**src/rtl/penc_pkg.sv**
```systemverilog
// ============================================================================
// Module : penc_pkg
// Brief  : Shared constants and helpers for the rr_priority_encoder block.
// Rev    : 1.0  initial release
// ============================================================================
`default_nettype none

package penc_pkg;

   localparam int PENC_FIXED     = 0;
   localparam int PENC_RR        = 1;
   localparam int PENC_DEFAULT_N = 8;

   // Minimum of 1 so a 2-input encoder still has a 1-bit index.
   function automatic int clog2(input int value);
      int result;
      result = 1;
      for (int i = 1; i < 32; i++) begin
         if ((1 << i) < value) result = i + 1;
      end
      return result;
   endfunction

endpackage

`default_nettype wire

```
**src/rtl/penc_core.sv**
```systemverilog
// ============================================================================
// Module : penc_core
// Brief  : Combinational highest-set-bit finder returning index and found flag.
// Rev    : 1.0  initial release
// ============================================================================
`default_nettype none

module penc_core #(
   parameter int N    = 8,
   parameter int IDXW = 3
) (
   input  logic [N-1:0]    vec,
   output logic [IDXW-1:0] idx,
   output logic            found
);

   // Ascending scan: the last set bit seen is the highest one.
   always_comb begin
      idx   = '0;
      found = 1'b0;
      for (int i = 0; i < N; i++) begin
         if (vec[i]) begin
            idx   = IDXW'(i);
            found = 1'b1;
         end
      end
   end

endmodule

`default_nettype wire

```
**src/rtl/rr_priority_encoder.sv**
```systemverilog
// ============================================================================
// Module : rr_priority_encoder
// Brief  : Registered N-input priority encoder, fixed or round-robin, with a
//          valid/ready output. Macro PENC_STICKY_EN adds a pending register.
// Rev    : 1.0  initial release
// ============================================================================
`default_nettype none

module rr_priority_encoder
   import penc_pkg::*;
#(
   parameter int N    = PENC_DEFAULT_N,
   parameter int RR   = PENC_FIXED,
   parameter int IDXW = clog2(N)
) (
   input  logic            clk,
   input  logic            rst,
   input  logic [N-1:0]    req,
   input  logic            out_ready,
   output logic            out_valid,
   output logic [IDXW-1:0] out_idx,
   output logic [N-1:0]    out_onehot,
   output logic            any_req
);

   logic [N-1:0]    eff;
   logic [N-1:0]    core_in;
   logic [N-1:0]    win_onehot;
   logic [IDXW-1:0] core_idx;
   logic [IDXW-1:0] winner;
   logic            core_found;
   logic            load;

   assign load       = !out_valid || out_ready;
   assign win_onehot = {{(N-1){1'b0}}, 1'b1} << winner;

`ifdef PENC_STICKY_EN
   logic [N-1:0] pending;
   logic [N-1:0] issue_onehot;

   assign eff          = pending | req;
   assign issue_onehot = (load && core_found) ? win_onehot : '0;

   // A bit issued this cycle is consumed even if its req is still high.
   always_ff @(posedge clk) begin
      if (rst) pending <= '0;
      else     pending <= (pending | req) & ~issue_onehot;
   end
`else
   assign eff = req;
`endif

   penc_core #(
      .N    (N),
      .IDXW (IDXW)
   ) u_core (
      .vec   (core_in),
      .idx   (core_idx),
      .found (core_found)
   );

   generate
      if (RR == PENC_RR) begin : g_rr
         logic [IDXW-1:0] ptr;

         // Rotate so that eff[ptr] lands on the MSB and the descending search
         // order (ptr, ptr-1, ..., 0, N-1, ...) becomes plain MSB-first.
         always_comb begin
            int src;
            core_in = '0;
            for (int j = 0; j < N; j++) begin
               src = int'(ptr) - j;
               if (src < 0) src = src + N;
               core_in[N-1-j] = eff[src];
            end
         end

         always_comb begin
            int src;
            src = int'(ptr) - (N - 1 - int'(core_idx));
            if (src < 0) src = src + N;
            winner = src[IDXW-1:0];
         end

         always_ff @(posedge clk) begin
            if (rst) begin
               ptr <= IDXW'(N - 1);
            end else if (load && core_found) begin
               ptr <= (winner == '0) ? IDXW'(N - 1) : winner - 1'b1;
            end
         end
      end else begin : g_fixed
         assign core_in = eff;
         assign winner  = core_idx;
      end
   endgenerate

   always_ff @(posedge clk) begin
      if (rst) begin
         out_valid  <= 1'b0;
         out_idx    <= '0;
         out_onehot <= '0;
         any_req    <= 1'b0;
      end else begin
         any_req <= |eff;
         if (load) begin
            if (core_found) begin
               out_valid  <= 1'b1;
               out_idx    <= winner;
               out_onehot <= win_onehot;
            end else begin
               out_valid  <= 1'b0;
               out_idx    <= '0;
               out_onehot <= '0;
            end
         end
      end
   end

endmodule

`default_nettype wire

```
**config.mk**
```make
export PLATFORM = sky130hd
export DESIGN_NAME = rr_priority_encoder
export DESIGN_NICKNAME = d
export VERILOG_FILES = /design/src/rtl/penc_pkg.sv /design/src/rtl/penc_core.sv /design/src/rtl/rr_priority_encoder.sv
export SDC_FILE = /design/constraint.sdc
export NUM_CORES = 1
export LEC_CHECK = 0
export ABC_AREA = 0
export BUFFER_PORTS_ARGS = -buffer_cell sky130_fd_sc_hd__buf_2
export CAP_MARGIN = 5
export CORE_MARGIN = 2
export CORE_UTILIZATION = 40
export DETAILED_ROUTE_END_ITERATION = 16
export PLACE_DENSITY = 0.83
export RECOVER_POWER = 50
export SLEW_MARGIN = 10
export SYNTH_ARGS = -nofsm -noshare
export SYNTH_HDL_FRONTEND = slang
export SYNTH_SLANG_ARGS = --single-unit
export TNS_END_PERCENT = 20
```
**constraint.sdc**
```tcl
create_clock -name clk -period 1.85 [get_ports clk]
set_clock_uncertainty 0.1 [all_clocks]
set_input_delay 0.2775 -clock clk [delete_from_list [all_inputs] [get_ports clk]]
set_output_delay 0.2775 -clock clk [all_outputs]
set_load 0.02 [all_outputs]
```
==> results by group, run 1 <==
Run status
  • Status: finished, final reports clean

Floorplan
  • Chip Width: 47.5 µm
  • Core region area: 1750 µm²
  • Die outline height: 47.5 µm
  • Initial Util: 43.3%
  • Row cnt: 15
  • IO Count: 53
  • Die area: 2250 µm²

Clock tree
  • Number of CTS-inserted buffers: 3
  • CTS hold repair buffers: 0
  • Clock transition at the registers of the reported paths: 0.08 ns
  • Clock sink count: 13
  • Level count of the clock H-tree: 1
  • Clock latency reported for the late side of the worst-skew pair: 0.27 ns
  • Max clock buf depth: 2
  • TritonCTS clock tree: yes
  • Root cell of the clock tree: clkbuf_4
  • Post-CTS setup repair buffer count: 0
  • Count of cells resized by post-cts repair: 0

STA
  • Tightest Pin Transition: 0.743 ns
  • Peak clock frequency supported by timing: 0.647 GHz
  • Worst slew slack as a fraction of its limit: 50.4%
  • Pins over their slew limit: 0
  • Sum Neg Setup Slack: 0 ns
  • Final setup violation count: 0
  • Setup repair after global routing missed its margin: no
  • Final Hold Fails: 0
  • Post-layout minimum cycle time: 1.55 ns
  • Tcrit/Tclk final: 83.5%

Routing
  • Avg Vias per Cell: 4.30
  • Number of detailed-routing iterations run before antenna repair: 4
  • DR iter-0 viols: 8
  • Vias: 581
  • Total routed wirelength: 1330 µm
  • Post-detailed-route wirelength per cell: 9.84 µm
  • DRC: 0
  • Antenna Violating Nets Remaining: 0

Synthesis
  • Most instantiated flip-flop cell in the synthesis netlist: dfxtp_1
  • Netlist area before placement: 756 µm²
  • Flip-flop and latch count after synthesis: 13
  • Share of the synthesized area in compound gates (AO/OA/AOI/OAI): 17.1%
  • Combinational family with the most area after synthesis: buffers and inverters
  • Share of synthesized registers carrying an async set or reset: 0%
  • Synth warnings: 0
  • Part of the Yosys area used for sequential elements: 34.4%
  • Post-synthesis simple-gate area fraction: 15.7%
  • Number of enable-type register cells in the synthesized netlist: 0
  • Gate count after technology mapping: 84
  • Arithmetic-cell share of the synthesized area counting full adders, half adders and majority gates: 0%
  • Count of distinct cell types in the synthesized netlist: 25
  • Syn_area_per_cell: 9.00 µm²
  • Post-synthesis share of cell area spent on xor and xnor gates: 0%
  • Mux contribution to synthesized area: 0%

Setup path
  • CP Class: reg2reg
  • Worst-path maximum fanout: 10
  • Setup crit start kind: flop
  • Start point of the critical path: out_valid
  • Critical Path End Type: flop
  • Worst Reg-to-Reg Cells: 3
  • Endpoint required time on the critical path: 1.94 ns
  • Reg-to-reg critical path startpoint: out_valid
  • Data arrival time of the critical path: 1.63 ns

Placed design
  • Final HPWL from detailed placement: 1100 µm
  • Routability congestion estimate: 0.878
  • Number of port buffers: 23

Power and ir drop
  • Power consumption: 0.606 mW
  • Power per unit of standard cell area: 757 nW/µm²
  • Largest vdd supply drop: 0.258 mV
  • Leak pwr: 0.390 nW

Global route
  • Maximum number of pins on one net before global-route repair: 13
  • First-pass GRT wire length: 1990 µm
  • Grt ovf: 0
  • Total routing usage reported by global routing: 12.6%
  • Via count of the first global-routing pass: 482
  • Antenna violations before repair: 0

Job
  • Maximum capacitance violations: 0

Cells and area
  • Fill cell total of the finished layout: 172
  • N_diodes: 0
  • Area Overhead vs Synth: 5.96%
  • Layout cell share with drive strength beyond 1: 20.9%
  • Post-layout net count: 122

Min path
  • Beginning of the worst hold path: rst
  • Worst min path class: in2reg
  • Worst Hold Path Cells: 2
cell usage after synthesis, types with 2 or more instances:
cell,n,area [µm²]
nor2_1,4,15.0
a22o_1,3,26.3
a32o_1,3,30.0
nand2_1,5,18.8
inv_1,5,18.8
o31ai_1,2,15.0
dfxtp_1,13,260
buf_4,30,225
a21oi_1,2,10.0
o21ai_0,2,10.0
metrics by stage:
stage,setup WS [ns],cell area (µm²),cells,hold slack (ns),util (%)
floorplan,0.303,861,112,0.257,-
global placement,0.148,790,131,0.327,45.2
detailed placement,0.0921,790,131,0.334,45.2
CTS,0.384,816,135,0.107,46.7
global route,0.171,801,135,0.0986,45.9
finish,0.305,801,135,0.0989,45.9
flip-flops by register name, summed over array words and instances (netlist names):
register	cells
out_idx	3
out_onehot	8
out_valid	1
any_req	1
kinds of logic after synthesis:
family / after synthesis
simple gates: 19
other cells: 1
buf+inv: 35
compound gates: 16
flops: 13
path summary, 6_finish.rpt:
path / slack (ns) / end
worst min-delay path: 0.1 / any_req
worst max-delay path: 0.30 / out_onehot[0]
worst min register to register: 0.34 / out_onehot[4]
worst max register to register: 0.30 / out_onehot[0]
report_power, final:
group / leakage, nW / switching, mW / internal, mW
Clock: 0.0150 / 0.0870 / 0.0834
Combinational: 0.268 / 0.105 / 0.0324
Sequential: 0.107 / 0.00617 / 0.292
final cells by class:
type	instances	area (µm²)	area share (%)
inverter	5	18.8	2.34
tap	25	31.3	3.91
multi-input combinational	64	353	44.1
timing repair buffer	24	111	13.9
sequential	13	260	32.5
clock buffer	4	26.3	3.28
cells in the final DEF (no fill, tap or decap), drive strengths merged:
cell type | netlist | routed
conb | 1 | 29
buf | 30 | 15
dfxtp | 13 | 13
clkbuf | 0 | 13
inv | 5 | 5
nand2 | 5 | 5
nor2 | 4 | 4
a22o | 4 | 4
a21oi | 3 | 3
a32o | 3 | 3
o31ai | 2 | 2
o21ai | 2 | 2
nor4 | 2 | 2
or2 | 2 | 2
nand2b | 1 | 1
o2111ai | 1 | 1
nor3b | 1 | 1
a21bo | 1 | 1
or4 | 1 | 1
nand4b | 1 | 1
and3 | 1 | 1
nand3 | 1 | 1
metal layers:
layer  vias to the layer above  part of all wire [%]  global-route usage (%)
met5                         -                     0                       0
met1                       264                    41                    14.2
met4                         0                  0.60                    5.00
met2                        33                    48                    22.2
li1                        282                     -                       -
met3                         2                    10                    3.77
critical path, stage by stage, from the launching register on:
cell,delay (ns)
dfxtp_1,0.32
a21oi_1,0.58
o2111ai_1,0.24
o31ai_1,0.22
Power figures use the tool's default switching activity.
==> run 2: changes to the inputs <==
Clock period 1.85 ns to 1.5 ns, I/O delays scaled along.
==> run 2 against run 1 <==
Worst setup slack worse by 0.17 ns. Worst hold slack worse by 0.025 ns. Wire length up 7.3%. Die area unchanged. Cell count up 4.4%. Via count up 5.3%. Critical path depth unchanged. Global-route usage up 0.15 points. Sequential power up 23%. Sequential share of layout area down 1.7 points. Clock power up 22%. Count of clock-buffer cells in the layout unchanged. Critical path type unchanged. Critical endpoint is now out_onehot[7]. Largest power group unchanged.
==> results by group, run 2 (synthesized netlist as in run 1, its figures left out) <==
Run status
  • Status: finished, final reports clean

Placed design
  • Routability congestion estimate: 0.886
  • Number of port buffers: 23
  • Placed cells: 137
  • Final HPWL from detailed placement: 1190 µm

Cells and area
  • Flip-flop count of the largest register, all copies and words added: 8
  • Largest Register: out_onehot
  • Layout cell share with drive strength beyond 1: 25.0%
  • Final non-filler cell total: 141
  • Fill cell total of the finished layout: 176
  • Most common cell after layout, fill and taps aside: conb_1
  • Post-layout net count: 128
  • Commonest cells after routing, fill and taps aside: 29 x conb_1, 14 x buf_2, 13 x dfxtp_1
  • N_diodes: 0
  • Largest registers: out_onehot: 8 flops, out_idx: 3 flops
  • Footprint of the multi-input gates: 357 µm²
  • Area of all sequential standard cells: 260 µm²
  • Area Overhead vs Synth: 11.9%

Clock tree
  • CTS hold repair buffers: 0
  • Number of CTS-inserted buffers: 3
  • TritonCTS clock tree: yes
  • Level count of the clock H-tree: 1
  • Clock sink count: 13
  • Max clock buf depth: 2
  • Post-CTS setup repair buffer count: 0
  • Root cell of the clock tree: clkbuf_4
  • Clock transition at the registers of the reported paths: 0.07 ns
  • Clock latency reported for the late side of the worst-skew pair: 0.27 ns
  • Count of cells resized by post-cts repair: 0

Power and ir drop
  • Leak pwr: 0.416 nW
  • Power dissipated by switching net loads: 0.247 mW
  • Switching Share: 32.5%
  • Fraction of power consumed by sequential logic: 48.6%
  • Largest vdd supply drop: 0.258 mV
  • Internal power of the cells: 0.512 mW
  • Clock group share of total power: 27.4%
  • Power consumption: 0.759 mW
  • Logic pwr share: 24.0%
  • Power per unit of standard cell area: 898 nW/µm²

Setup path
  • Data arrival time of the critical path: 1.47 ns
  • Setup crit start kind: flop
  • CP Class: reg2reg
  • Endpoint required time on the critical path: 1.61 ns
  • Chain of cells forming the critical path: nor3b_1, clkbuf_1, a22o_1
  • CP max stage cell: clkbuf_1
  • R2r setup slk: 0.13 ns
  • Critical Path End Type: flop
  • Worst-path maximum fanout: 12
  • Slowest stage delay, CP: 0.43 ns

Routing
  • Routed length on met2: 703 µm
  • DR iter-0 viols: 11
  • Number of detailed-routing iterations run before antenna repair: 4
  • Uppermost routed layer: met4
  • Routed length on met1: 570 µm
  • Vias: 612
  • Antenna Violating Nets Remaining: 0
  • Met3 WL post-DR: 124 µm
  • Total routed wirelength: 1430 µm
  • Avg Vias per Cell: 4.34
  • DRC: 0
  • Post-detailed-route wirelength per cell: 10.1 µm

Global route
  • Total routing usage reported by global routing: 12.8%
  • Grt ovf: 0
  • First-pass GRT wire length: 2010 µm
  • Antenna violations before repair: 0
  • Maximum number of pins on one net before global-route repair: 13
  • Via count of the first global-routing pass: 521

STA
  • Tcrit/Tclk final: 91.2%
  • Setup repair after global routing missed its margin: no
  • Pins over their slew limit: 0
  • Peak clock frequency supported by timing: 0.731 GHz
  • Tightest Pin Transition: 0.506 ns
  • Final setup violation count: 0
  • Post-layout minimum cycle time: 1.37 ns
  • Final Hold Fails: 0
  • Worst slew slack as a fraction of its limit: 66.3%

Floorplan
  • Die area: 2250 µm²
  • Row cnt: 15
  • Chip Width: 47.5 µm
  • Die outline height: 47.5 µm
  • Core region area: 1750 µm²
  • IO Count: 53
  • Initial Util: 43.3%

Min path
  • Worst min path class: in2reg

Job
  • Maximum capacitance violations: 0
run 2: layer usage:
layer / global-route usage (%) / vias up
met5: 0 / -
met4: 8.33 / 0
met3: 2.26 / 4
met2: 23.5 / 33
met1: 13.1 / 280
li1: - / 295
run 2: final timing paths:
path | end | depth (start not counted) | start
worst max-delay path | out_onehot[7] | 3 | out_valid
worst min-delay path | any_req | 2 | rst
worst max register to register | out_onehot[7] | 3 | out_valid
worst min register to register | out_onehot[4] | 2 | out_onehot[4]
run 2: power by group through the flow:
stage | clock (mW) | sequential [mW] | combinational [mW]
final | 0.208 | 0.369 | 0.183
after global routing | 0.230 | 0.371 | 0.197
after CTS | 0.214 | 0.369 | 0.185
after detailed placement | 0 | 0.377 | 0.184
after global placement | 0 | 0.376 | 0.180
after floorplan | 0 | 0.396 | 0.161
run 2: final cells by class:
type	instances	share of cell area, %
Timing Repair Buffer	30	18.0
Inverter	5	2.22
Multi-Input combinational cell	64	42.2
Tap cell	25	3.70
Clock buffer	4	3.11
Sequential cell	13	30.8
run 2: stage by stage:
step                cell area [µm²]  hold slack [ns]  TNS [ns]  setup slack (ns)  utilization (%)
floorplan                       861            0.205         0           0.00561                -
detailed placement              835            0.330    -0.300            -0.159             47.8
global route                    846           0.0722         0            0.0447             48.5
finish                          846           0.0735         0             0.132             48.5
CTS                             861           0.0674         0             0.134             49.3
global placement                835            0.325    -0.232            -0.128             47.8
run 2: critical path, delay by kind of cell (launching register included):
family / cells / cell delay, ns
AND/OR/NAND/NOR: 1 / 0.18
buffers and inverters: 1 / 0.43
flip-flops: 1 / 0.36
AO/OA/AOI/OAI: 1 / 0.24
